==> src/rtl/instr_seq_ctrl.sv <==
// instr_seq_ctrl: multi-cycle fetch/decode/exec/writeback sequencer
// for the 8-bit datapath. It owns the PC and the instruction register.
//
// Ports:
//   clk        : system clock, all state updates on the rising edge
//   reset      : asynchronous active-low reset
//   run        : 1 = fetch allowed, 0 = pause at next instruction boundary
//   imem_addr  : fetch address (current PC)
//   imem_req   : fetch request, held until imem_ack
//   imem_ack   : one-cycle ack, imem_rdata valid in the same cycle
//   imem_rdata : instruction word from memory
//   instr      : latched instruction driven to the datapath
//   alu_sel    : ALU select (instr[26:24])
//   sub_en     : negated second operand (sub)
//   imm_sel    : 0 = immediate path (loadi), 1 = register path
//   rf_wen     : register-file write strobe, one cycle per instruction
//   halted     : sequencer parked in HALT
//   err        : sticky illegal-opcode / fetch-timeout flag
//   retired    : wrapping count of written-back instructions
module instr_seq_ctrl #(
    parameter logic [31:0] RESET_PC      = 32'd0,
    parameter logic [31:0] PC_STEP       = 32'd4,
    parameter int          FETCH_TIMEOUT = 16,
    parameter int          CNT_W         = 16
) (
    input  logic             clk,
    input  logic             reset,
    input  logic             run,
    output logic [31:0]      imem_addr,
    output logic             imem_req,
    input  logic             imem_ack,
    input  logic [31:0]      imem_rdata,
    output logic [31:0]      instr,
    output logic [2:0]       alu_sel,
    output logic             sub_en,
    output logic             imm_sel,
    output logic             rf_wen,
    output logic             halted,
    output logic             err,
    output logic [CNT_W-1:0] retired
);

    localparam logic [2:0] S_IDLE   = 3'd0;
    localparam logic [2:0] S_FETCH  = 3'd1;
    localparam logic [2:0] S_DECODE = 3'd2;
    localparam logic [2:0] S_EXEC   = 3'd3;
    localparam logic [2:0] S_WB     = 3'd4;
    localparam logic [2:0] S_HALT   = 3'd5;

    localparam logic [7:0] OP_LOADI = 8'h00;
    localparam logic [7:0] OP_ADD   = 8'h01;
    localparam logic [7:0] OP_AND   = 8'h02;
    localparam logic [7:0] OP_OR    = 8'h03;
    localparam logic [7:0] OP_MOV   = 8'h08;
    localparam logic [7:0] OP_SUB   = 8'h09;
    localparam logic [7:0] OP_HALT  = 8'hFF;

    localparam int TO_W = $clog2(FETCH_TIMEOUT + 1);
    localparam logic [TO_W-1:0] TO_LAST = TO_W'(FETCH_TIMEOUT - 1);

    logic [2:0]       r_state;
    logic [31:0]      r_pc;
    logic [31:0]      r_instr;
    logic             r_req;
    logic             r_wen;
    logic [2:0]       r_alu;
    logic             r_sub;
    logic             r_imm;
    logic             r_halt;
    logic             r_err;
    logic [CNT_W-1:0] r_ret;
    logic [TO_W-1:0]  r_to;

    logic [2:0]       w_next;
    logic [7:0]       w_op;
    logic             w_legal;
    logic             w_is_halt;
    logic             w_fetch_ack;
    logic             w_to_hit;
    logic             w_set_err;

    assign w_op        = r_instr[31:24];
    // ack outside FETCH is deliberately ignored here
    assign w_fetch_ack = (r_state == S_FETCH) && imem_ack;
    // the cycle that would be the FETCH_TIMEOUT-th unacked one
    assign w_to_hit    = (r_state == S_FETCH) && !imem_ack
                         && (r_to == TO_LAST);

    always_comb begin
        w_legal   = 1'b0;
        w_is_halt = 1'b0;
        case (w_op)
            OP_LOADI,
            OP_ADD,
            OP_AND,
            OP_OR,
            OP_MOV,
            OP_SUB:  w_legal   = 1'b1;
            OP_HALT: w_is_halt = 1'b1;
            default: begin
                w_legal   = 1'b0;
                w_is_halt = 1'b0;
            end
        endcase
    end

    assign w_set_err = w_to_hit
                       || ((r_state == S_DECODE)
                           && !w_legal && !w_is_halt);

    always_comb begin
        w_next = r_state;
        unique case (r_state)
            S_IDLE: begin
                if (run) w_next = S_FETCH;
            end
            S_FETCH: begin
                if (imem_ack)      w_next = S_DECODE;
                else if (w_to_hit) w_next = S_HALT;
            end
            S_DECODE: begin
                w_next = w_legal ? S_EXEC : S_HALT;
            end
            S_EXEC: begin
                w_next = S_WB;
            end
            S_WB: begin
                w_next = run ? S_FETCH : S_IDLE;
            end
            S_HALT: begin
                w_next = S_HALT;
            end
            default: begin
                w_next = S_IDLE;
            end
        endcase
    end

    // state plus the strobes that are pure functions of the next state,
    // so every strobe is a flop output
    always_ff @(posedge clk or negedge reset) begin
        if (!reset) begin
            r_state <= S_IDLE;
            r_req   <= 1'b0;
            r_wen   <= 1'b0;
            r_halt  <= 1'b0;
        end else begin
            r_state <= w_next;
            r_req   <= (w_next == S_FETCH);
            r_wen   <= (w_next == S_WB);
            r_halt  <= (w_next == S_HALT);
        end
    end

    // timeout counter restarts whenever FETCH is (re)entered
    always_ff @(posedge clk or negedge reset) begin
        if (!reset) begin
            r_to <= '0;
        end else if (r_state != S_FETCH) begin
            r_to <= '0;
        end else if (!imem_ack && !w_to_hit) begin
            r_to <= r_to + 1'b1;
        end
    end

    always_ff @(posedge clk or negedge reset) begin
        if (!reset) begin
            r_instr <= 32'd0;
        end else if (w_fetch_ack) begin
            r_instr <= imem_rdata;
        end
    end

    // datapath controls captured once in DECODE, held through EXEC/WB
    always_ff @(posedge clk or negedge reset) begin
        if (!reset) begin
            r_alu <= 3'd0;
            r_sub <= 1'b0;
            r_imm <= 1'b1;
        end else if ((r_state == S_DECODE) && w_legal) begin
            r_alu <= r_instr[26:24];
            r_sub <= (w_op == OP_SUB);
            r_imm <= (w_op != OP_LOADI);
        end
    end

    always_ff @(posedge clk or negedge reset) begin
        if (!reset) begin
            r_err <= 1'b0;
        end else if (w_set_err) begin
            r_err <= 1'b1;
        end
    end

    // PC and retire count advance only on writeback; PC wraps mod 2^32
    always_ff @(posedge clk or negedge reset) begin
        if (!reset) begin
            r_pc  <= RESET_PC;
            r_ret <= '0;
        end else if (r_state == S_WB) begin
            r_pc  <= r_pc + PC_STEP;
            r_ret <= r_ret + 1'b1;
        end
    end

    assign imem_addr = r_pc;
    assign imem_req  = r_req;
    assign instr     = r_instr;
    assign alu_sel   = r_alu;
    assign sub_en    = r_sub;
    assign imm_sel   = r_imm;
    assign rf_wen    = r_wen;
    assign halted    = r_halt;
    assign err       = r_err;
    assign retired   = r_ret;

endmodule

==> config.mk <==
export PLATFORM = sky130hd
export DESIGN_NAME = instr_seq_ctrl
export DESIGN_NICKNAME = d
export VERILOG_FILES = /design/src/rtl/instr_seq_ctrl.sv
export SDC_FILE = /design/constraint.sdc
export NUM_CORES = 1
export LEC_CHECK = 0
export ABC_CLOCK_PERIOD_IN_PS = 2300
export CAP_MARGIN = 30
export CORE_MARGIN = 1
export CORE_UTILIZATION = 60
export CTS_CLUSTER_SIZE = 28
export DETAILED_ROUTE_END_ITERATION = 7
export DONT_BUFFER_PORTS = 1
export PLACE_DENSITY = 0.86
export SLEW_MARGIN = 20
export SYNTH_ARGS = -nofsm -noshare
export SYNTH_HDL_FRONTEND = slang
export SYNTH_SLANG_ARGS = --single-unit
==> constraint.sdc <==
create_clock -name clk -period 2.3 [get_ports clk]
set_clock_uncertainty 0.1 [all_clocks]
set_input_delay 0.115 -clock clk [delete_from_list [all_inputs] [get_ports clk]]
set_output_delay 0.115 -clock clk [all_outputs]
set_load 0.01 [all_outputs]
# After elaboration in Yosys (flattened, before gate mapping)
# Index checks and enable logic that the tools add are counted.
word_totals:
  in_bits: 36
  ff_bits: 97
  out_inout_bits: 89
  wordCells: 58
op_classes:
  n_mux: 10
  add_sub_neg: 3
  eq_ne: 16
  reduce_logical: 17
op_table:
  columns: ["op", "count"]
  rows:
  - ["32-bit by 3-bit adder with 32-bit output, second input constant", 1]
  - ["3-bit one-hot mux with 6 select lines", 1]
  - ["16-bit by 1-bit adder with 16-bit output, second input constant", 1]
  - ["8-bit by 2-bit == test with 1-bit output, second input constant", 2]
  - ["8-bit by 4-bit == test with 1-bit output, second input constant", 2]
  - ["3-bit == test, second input constant", 4]
  - ["3-bit 2-to-1 mux", 4]
  - ["5-bit 2-to-1 mux", 2]
  - ["8-bit by 1-bit == test with 1-bit output, second input constant", 1]
  - ["8-bit == test, second input constant", 1]
  - ["8-bit zero test", 1]
  - ["8-bit nonzero test", 1]
  - ["1-bit logical AND", 7]
  - ["3-bit by 1-bit == test with 1-bit output, second input constant", 2]
  - ["3-bit by 2-bit == test with 1-bit output, second input constant", 2]
  - ["6-bit OR reduction", 1]
  - ["5-bit by 1-bit adder with 5-bit output, second input constant", 1]
  - ["5-bit by 4-bit == test with 1-bit output, second input constant", 1]
  - ["1-bit zero test", 4]
  - ["3-bit zero test", 1]
  - ["1-bit 2-to-1 mux", 3]
  - ["3-bit by 1-bit inequality test with 1-bit output, second input constant", 1]
  - ["2-bit nonzero test", 1]
  - ["1-bit logical OR", 1]

# Longest topological paths before layout
# Gate-level depths: netlist (run 1).
logic_depth:
  ltp_word: 7
  depth_mapped: 7

# Least setup slack after synthesis (run 1)
# OpenSTA, ideal clock, no wires.
synth_timing:
  path_kind: "register to register"
  start: "reg r_state[2]"
  end: "reg r_pc[14], in the netlist imem_addr[14]"
  t_arrival_ns: 1.749
  n_path_buf: 2
  setup_ns: 0.079
  setup_slack_ns: 0.372
  path_stages_with_launch: 7
  period_less_slack_ns: 1.928
  cell_sequence: "dfrtp_1 > buf_4 > or3b_1 > buf_2 > or4_4 > nor3_2 > xor2_1"
synth_between:
  elab_chain_len: 1
synth_lines:
  columns: ["element", "line_no", "source"]
  rows:
  - ["start, declared", "61", "logic [2:0] r_state;"]
  - ["start signal, assigned", "148", "r_state <= w_next;"]
  - ["3-bit == test", "200", "end else if (r_state == S_WB) begin"]
  - ["end signal, assigned", "201", "r_pc <= r_pc + PC_STEP;"]
  - ["end, declared", "62", "logic [31:0] r_pc;"]
# No other way between the ends.
# A chain may end at the register's enable or synchronous reset.

# Final worst setup path (run 1)
layout_timing:
  start: "reg r_ret[0], in the netlist retired[0]"
  end: "reg r_ret[14], in the netlist retired[14]"
layout_between:
  elab_chain_len: 1
layout_lines:
  columns: ["element", "line_no", "source"]
  rows:
  - ["start, declared", "71", "logic [CNT_W-1:0] r_ret;"]
  - ["start signal, assigned", "202", "r_ret <= r_ret + 1'b1;"]
  - ["16-bit by 1-bit adder with 16-bit output", "202", null]
# No other way between the ends.

==> reports/metrics.yaml, run 1 <==
pwr:
  p_leak_nw: 2.07
  power.density_nw_per_um2: 1040
  ir_worst_vdd_mv: 0.789
sta:
  hold_slack_ns: -0.660
  setup_tns_ns: 0
  fin_crit_sh_pct: 86.8
  maxSlewHeadroom_pct: 64.9
  grt_setup_unrepaired: "false"
  max_freq_ghz: 0.501
  hold_violations: 95
  worstMarginPinSlew_ns: 0.520
  fin_crit_ns: 2.00
  timing.final.max_slew_violations: 0
  finalSetupViolations: 0
setup_path:
  cp.required_ns: 2.47
  worstPathArrival_ns: 2.17
  cp-start-kind: "flop"
  cp_max_fo: 4
  critPathKind: "reg2reg"
  crit_path_end_kind: "flop"
  ff2ff_setup_slack_ns: 0.30
synthesis:
  synthAdderAreaFrac_pct: 1.24
  ys_warn_count: 0
  synthCells: 322
  ys.flop_type: "dfrtp_1"
  ys_ff_latch: 95
  synth_top_area_share_pct: 58.2
  synth_compound_area_share_pct: 2.08
  synth.area.top_cells: "dfrtp_1, mux2_2, xnor2_1, xor2_1, nand4_1"
  yosysSeqAreaShare_pct: 58.9
  synthMuxAreaShare_pct: 10.0
  synth-simple-area-share_pct: 15.6
  synth_area_leader_cell: "dfrtp_1"
  avgSynthCellArea_um2: 12.5
  synth_edf_count: 0
  synth_cell_types: 40
  async_flop_share_pct: 100
  synth_top_family_by_area: "simple AND/OR/NAND/NOR gates"
  syn-cell-area_um2: 4040
  synth_xor_area_share_pct: 10.2
detailed_routing:
  vias_per_cell: 5.91
  firstDrtPassIters: 6
  drtIter0Drc: 98
  drt-wirelength-per-cell_um: 18.0
  routed_wl_um: 8080
  drc: 14
  vias: 2653
  ant_nets: 0
placed_design:
  dp_hpwl_um: 5240
  portBuffers: 0
  gp_congestion: 0.787
  place_inst: 399
  placed_area_um2: 4170
floorplanning:
  fp-row-count: 29
  ios: 125
  core_area_um2: 6420
  die_area_um2: 7060
  chipWidth_um: 84.0
  die_y_um: 84.0
  initial_utilization_pct: 62.9
clock_tree:
  cts_setup_buffers: 0
  cts_hold_buffers: 34
  cts_buffers: 9
  cts_root_buf: "clkbuf_8"
  clk_latency_ns: 0.36
  cts_tree: "done"
  h-tree-depth: 3
  path_clk_slew_ns: 0.10
  numClockSinks: 95
  clock_path_buffers: 2
layout:
  stdcell_area_um2: 4710
  area_growth_pct: 16.5
  num_antenna_cells: 0
  fin_nets: 407
  instances_no_fill: 449
  drive_gt1_share_pct: 18.0
run_status:
  violations: "DRC, hold timing"
  status: "finished, violations left"
global_route:
  grt_pass1_vias: 2757
  grt_pass1_wl_um: 13700
  gr-total-overflow: 0
  antenna_found_initial: 0
  grt_usage_pct: 24.9
  grt_max_degree: 96
job:
  maxCapViolations: 0
hold_path:
  worstHoldPathType: "in2async"
==> synthesized netlist by cell type (2+ instances only) <==
master / count
nand2b_1: 3
nand2_1: 24
xor2_1: 16
nand3_1: 14
inv_1: 5
nor3_2: 2
nor3b_1: 3
nor2_1: 13
nor4_1: 8
ha_1: 4
dfrtp_1: 94
a21oi_1: 3
and3_1: 4
and4_1: 3
and2_1: 3
and3b_1: 2
nor3_1: 6
nand4_1: 17
clkbuf_1: 4
mux2_2: 36
xnor2_1: 31
o21ai_0: 3
nor2b_1: 2
buf_4: 3
buf_2: 4
==> metrics by stage <==
| step | utilization (%) | total power, mW | setup slack (ns) |
|---|---|---|---|
| 2_1_floorplan | - | 3.47 | 0.372 |
| 3_3_place_gp | 64.9 | 3.71 | 0.378 |
| 3_5_place_dp | 64.9 | 3.78 | 0.311 |
| 4_1_cts | 73.3 | 4.91 | 0.279 |
| 5_1_grt | 73.3 | 5.20 | 0.0311 |
| 6_report | 73.3 | 4.91 | 0.304 |
==> per-layer routing <==
| metal | GRT usage [%] | vias up | share of wire, % |
|---|---|---|---|
| met5 | 0 | - | 0 |
| met4 | 10.0 | 0 | 1.2 |
| met3 | 9.30 | 9 | 8.4 |
| met2 | 41.7 | 110 | 52 |
| met1 | 29.1 | 1311 | 38 |
| li1 | - | 1223 | - |
==> path summary, 6_finish.rpt <==
check                           start       endpoint  cells past startpoint
max                        retired[0]    retired[14]                      5
max in group asynchronous       reset        imm_sel                      0
min reg2reg                   imm_sel        imm_sel                      2
min in group clk             imem_ack     r_state[0]                      3
max reg2reg                retired[0]    retired[14]                      5
min                             reset  imem_addr[26]                      0
==> layout by cell type (no fill, tap or decap), drive strengths merged, types with 6 or more instances in the layout <==
cell type,instances
buf,10
clkbuf,10
dfrtp,94
dlygate4sd3,34
inv,6
mux2,36
nand2,24
nand3,14
nand4,17
nor2,13
nor3,8
nor4,9
xnor2,31
xor2,16
==> final cells by class <==
cell class / count / area, um2
Clock buffer: 10 / 128
Multi-Input combinational cell: 212 / 1590
Inverter: 5 / 18.8
Fill cell: 430 / 1720
Timing Repair Buffer: 44 / 428
Sequential cell: 95 / 2380
Clock inverter: 6 / 70.1
Tap cell: 77 / 96.3
==> power breakdown <==
| group | switching, mW | internal [mW] |
|---|---|---|
| clock network | 0.586 | 0.511 |
| logic | 0.437 | 0.604 |
| registers | 0.649 | 2.13 |
| total | 1.67 | 3.24 |
==> logic make-up (layout without fill, tap and decap cells) <==
family | after synthesis | in the layout
AND/OR/NAND/NOR | 111 | 111
flip-flops | 95 | 95
XOR/XNOR | 47 | 47
multiplexers | 36 | 36
buffers and inverters | 16 | 65
AO/OA/AOI/OAI | 12 | 12
adder cells (fa/ha/maj) | 4 | 4
other | 1 | 2
==> worst max-delay path, cell delays in order (launching register included) <==
cell and delay (ns):
dfrtp_1 0.49, ha_1 0.18, nor4bb_1 0.43, nand4_1 0.28, nor3_1 0.26, xor2_1 0.17
==> sequential cells by signal, summed over array words and instances (netlist names), 3 cells and up <==
name and count:
alu_sel 3, imem_addr 30, instr 32, r_state 3
r_to 5, retired 16
==> repair_timing <==
item / CTS / global route
setup endpoints to repair: 0 / 0
gates resized for setup: 0 / 0
hold endpoints to repair: 133 / 95
Power figures use the tool's default switching activity.
==> run 2: changes to the inputs <==
--- a/config.mk
+++ b/config.mk
@@ -13,6 +13,7 @@
 export DETAILED_ROUTE_END_ITERATION = 7
 export DONT_BUFFER_PORTS = 1
 export PLACE_DENSITY = 0.86
+export REMOVE_ABC_BUFFERS = 1
 export SLEW_MARGIN = 20
 export SYNTH_ARGS = -nofsm -noshare
 export SYNTH_HDL_FRONTEND = slang
==> run 2 against run 1 <==
Compared with the run above:
- register-to-register slack got worse by 0.16 ns
- non-clock buffer count decreased by 2
- design area up 0.11%
- largest cell class unchanged
- clock-buffer cell count increased by 3
- the flow still finishes with violations (DRC, hold timing)
- combinational power shrank 4%
- first-iteration DRC count is 87% higher
- power is 1.1% higher
- routed wire length fell by 3.2%
- critical path depth unchanged
- critical endpoint is now retired[12]
- sequential cell count stayed put
==> reports/metrics.yaml, run 2 (synthesized netlist as in run 1, its figures left out) <==
detailed_routing:
  ant_nets: 0  # unchanged
  drt-wirelength-per-cell_um: 17.5  # -2.8%
  vias: 2637  # -0.60%
  drtIter0Drc: 183  # +87%
  drc: 18  # +4
  routed_wl_um: 7820  # -3.2%
  firstDrtPassIters: 6  # unchanged
  vias_per_cell: 5.90  # -0.16%
clock_tree:
  h-tree-depth: 3  # unchanged
  cts_hold_buffers: 34  # unchanged
  clk_latency_ns: 0.35  # about the same
  cts_root_buf: "clkbuf_8"
  path_clk_slew_ns: 0.08  # -0.02 ns
  clock_path_buffers: 2  # unchanged
  numClockSinks: 95  # unchanged
  cts_resized: 0  # unchanged
  cts_buffers: 9  # unchanged
  cts_setup_buffers: 0  # unchanged
  cts_tree: "done"
pwr:
  ir_worst_vdd_mv: 0.726  # -8.1%
  p_leak_nw: 2.07  # -0.17%
  power.density_nw_per_um2: 1050  # +1.0%
  p_total_mw: 4.97  # +1.1%
sta:
  timing.final.max_slew_violations: 0  # unchanged
  setup_tns_ns: 0  # unchanged
  finalSetupViolations: 0  # unchanged
  hold_slack_ns: -0.645  # +0.0149 ns
  fin_crit_sh_pct: 93.7  # +6.9 points
  grt_setup_unrepaired: "false"
  fin_crit_ns: 2.15  # +0.158 ns
  worstMarginPinSlew_ns: 0.626  # +0.106 ns
  setup_ws_ns: 0.146  # -0.158 ns
  maxSlewHeadroom_pct: 57.7  # -7.2 points
  hold_violations: 95  # unchanged
  max_freq_ghz: 0.464  # -7.3%
placed_design:
  dp_hpwl_um: 5110  # -2.6%
  placed_area_um2: 4150  # -0.36%
  place_inst: 397  # -0.50%
  place_ws_ns: 0.218  # -0.0923 ns
  portBuffers: 0  # unchanged
  gp_congestion: 0.791  # +0.46%
global_route:
  grt_usage_pct: 23.8  # -1.1 points
  grt_pass1_wl_um: 13100  # -4.2%
  grt_pass1_vias: 2729  # -1.0%
  antenna_found_initial: 0  # unchanged
  gr-total-overflow: 0  # unchanged
  grt_max_degree: 96  # unchanged
layout:
  mostFrequentLayoutCells: "dfrtp_1, mux2_2, dlygate4sd3_1, xnor2_1, nand2_1"
  area_growth_pct: 16.7
  largest_reg_flops: 32  # unchanged
  drive_gt1_share_pct: 17.0  # -0.98 points
  stdcell_area_um2: 4710  # +0.11%
  fin_nets: 405  # -0.49%
  instances_no_fill: 447  # -0.45%
  final_common_cell: "dfrtp_1"
  fin_util_pct: 73.4  # +0.078 points
  num_antenna_cells: 0  # unchanged
hold_path:
  worstHoldPathType: "in2async"
setup_path:
  critPathKind: "reg2reg"
  worstPathArrival_ns: 2.32  # +0.15 ns
  crit_path_end_kind: "flop"
  cp.required_ns: 2.47  # about the same
  r2r_start: "retired[0]"
  crit_start: "retired[0]"
  cp-start-kind: "flop"
  cp_max_fo: 4  # unchanged
  ff2ff_setup_slack_ns: 0.15  # -0.16 ns
floorplanning:
  chipWidth_um: 84.0  # unchanged
  initial_utilization_pct: 62.9  # unchanged
  die_y_um: 84.0  # unchanged
  ios: 125  # unchanged
  die_area_um2: 7060  # unchanged
  fp-row-count: 29  # unchanged
  core_area_um2: 6420  # unchanged
run_status:
  violations: "DRC, hold timing"
  status: "finished, violations left"
job:
  maxCapViolations: 0  # unchanged
## run 2: changes by cell type in the layout (fill, tap and decap cells not counted)
cell / before / now
buf_4: 9 / 7
bufinv_16: 1 / 2
clkbuf_1: 1 / 3
clkbuf_8: 9 / 10
clkinv_2: 1 / 0
clkinv_4: 3 / 1
inv_6: 1 / 0
## run 2: power by group
| part | internal [mW] | switching [mW] | leakage [nW] |
|---|---|---|---|
| Sequential | 2.13 | 0.657 | 1.23 |
| Combinational | 0.591 | 0.407 | 0.734 |
| Clock | 0.647 | 0.540 | 0.108 |
## run 2: layout make-up
type	instances	area [um2]
Inverter	5	18.8
Clock buffer	13	149
Multi-Input combinational cell	212	1590
Sequential cell	95	2380
Fill cell	424	1710
Timing Repair Buffer	42	413
Tap cell	77	96.3
Clock inverter	3	68.8
## run 2: worst paths after layout
| check | to | depth (start not counted) |
|---|---|---|
| setup / recovery | retired[12] | 5 |
| hold / removal | retired[15] | 0 |
| setup reg to reg | retired[12] | 5 |
| hold reg to reg | imm_sel | 2 |
| max in group asynchronous | imm_sel | 0 |
| min in group clk | r_state[0] | 3 |
## run 2: critical path, cell delays in order (launching register included)
cell      delay (ns)
dfrtp_1         0.49
ha_1            0.19
nor4bb_1        0.51
nand4_1         0.34
nor3_1          0.27
xor2_1          0.18
## run 2: routing by layer
| layer | vias up | global-route usage (%) | part of all wire [%] |
|---|---|---|---|
| li1 | 1214 | - | - |
| met1 | 1293 | 27.7 | 41 |
| met2 | 121 | 39.5 | 48 |
| met3 | 9 | 9.99 | 10 |
| met4 | 0 | 8.62 | 1.3 |
| met5 | - | 0 | 0 |
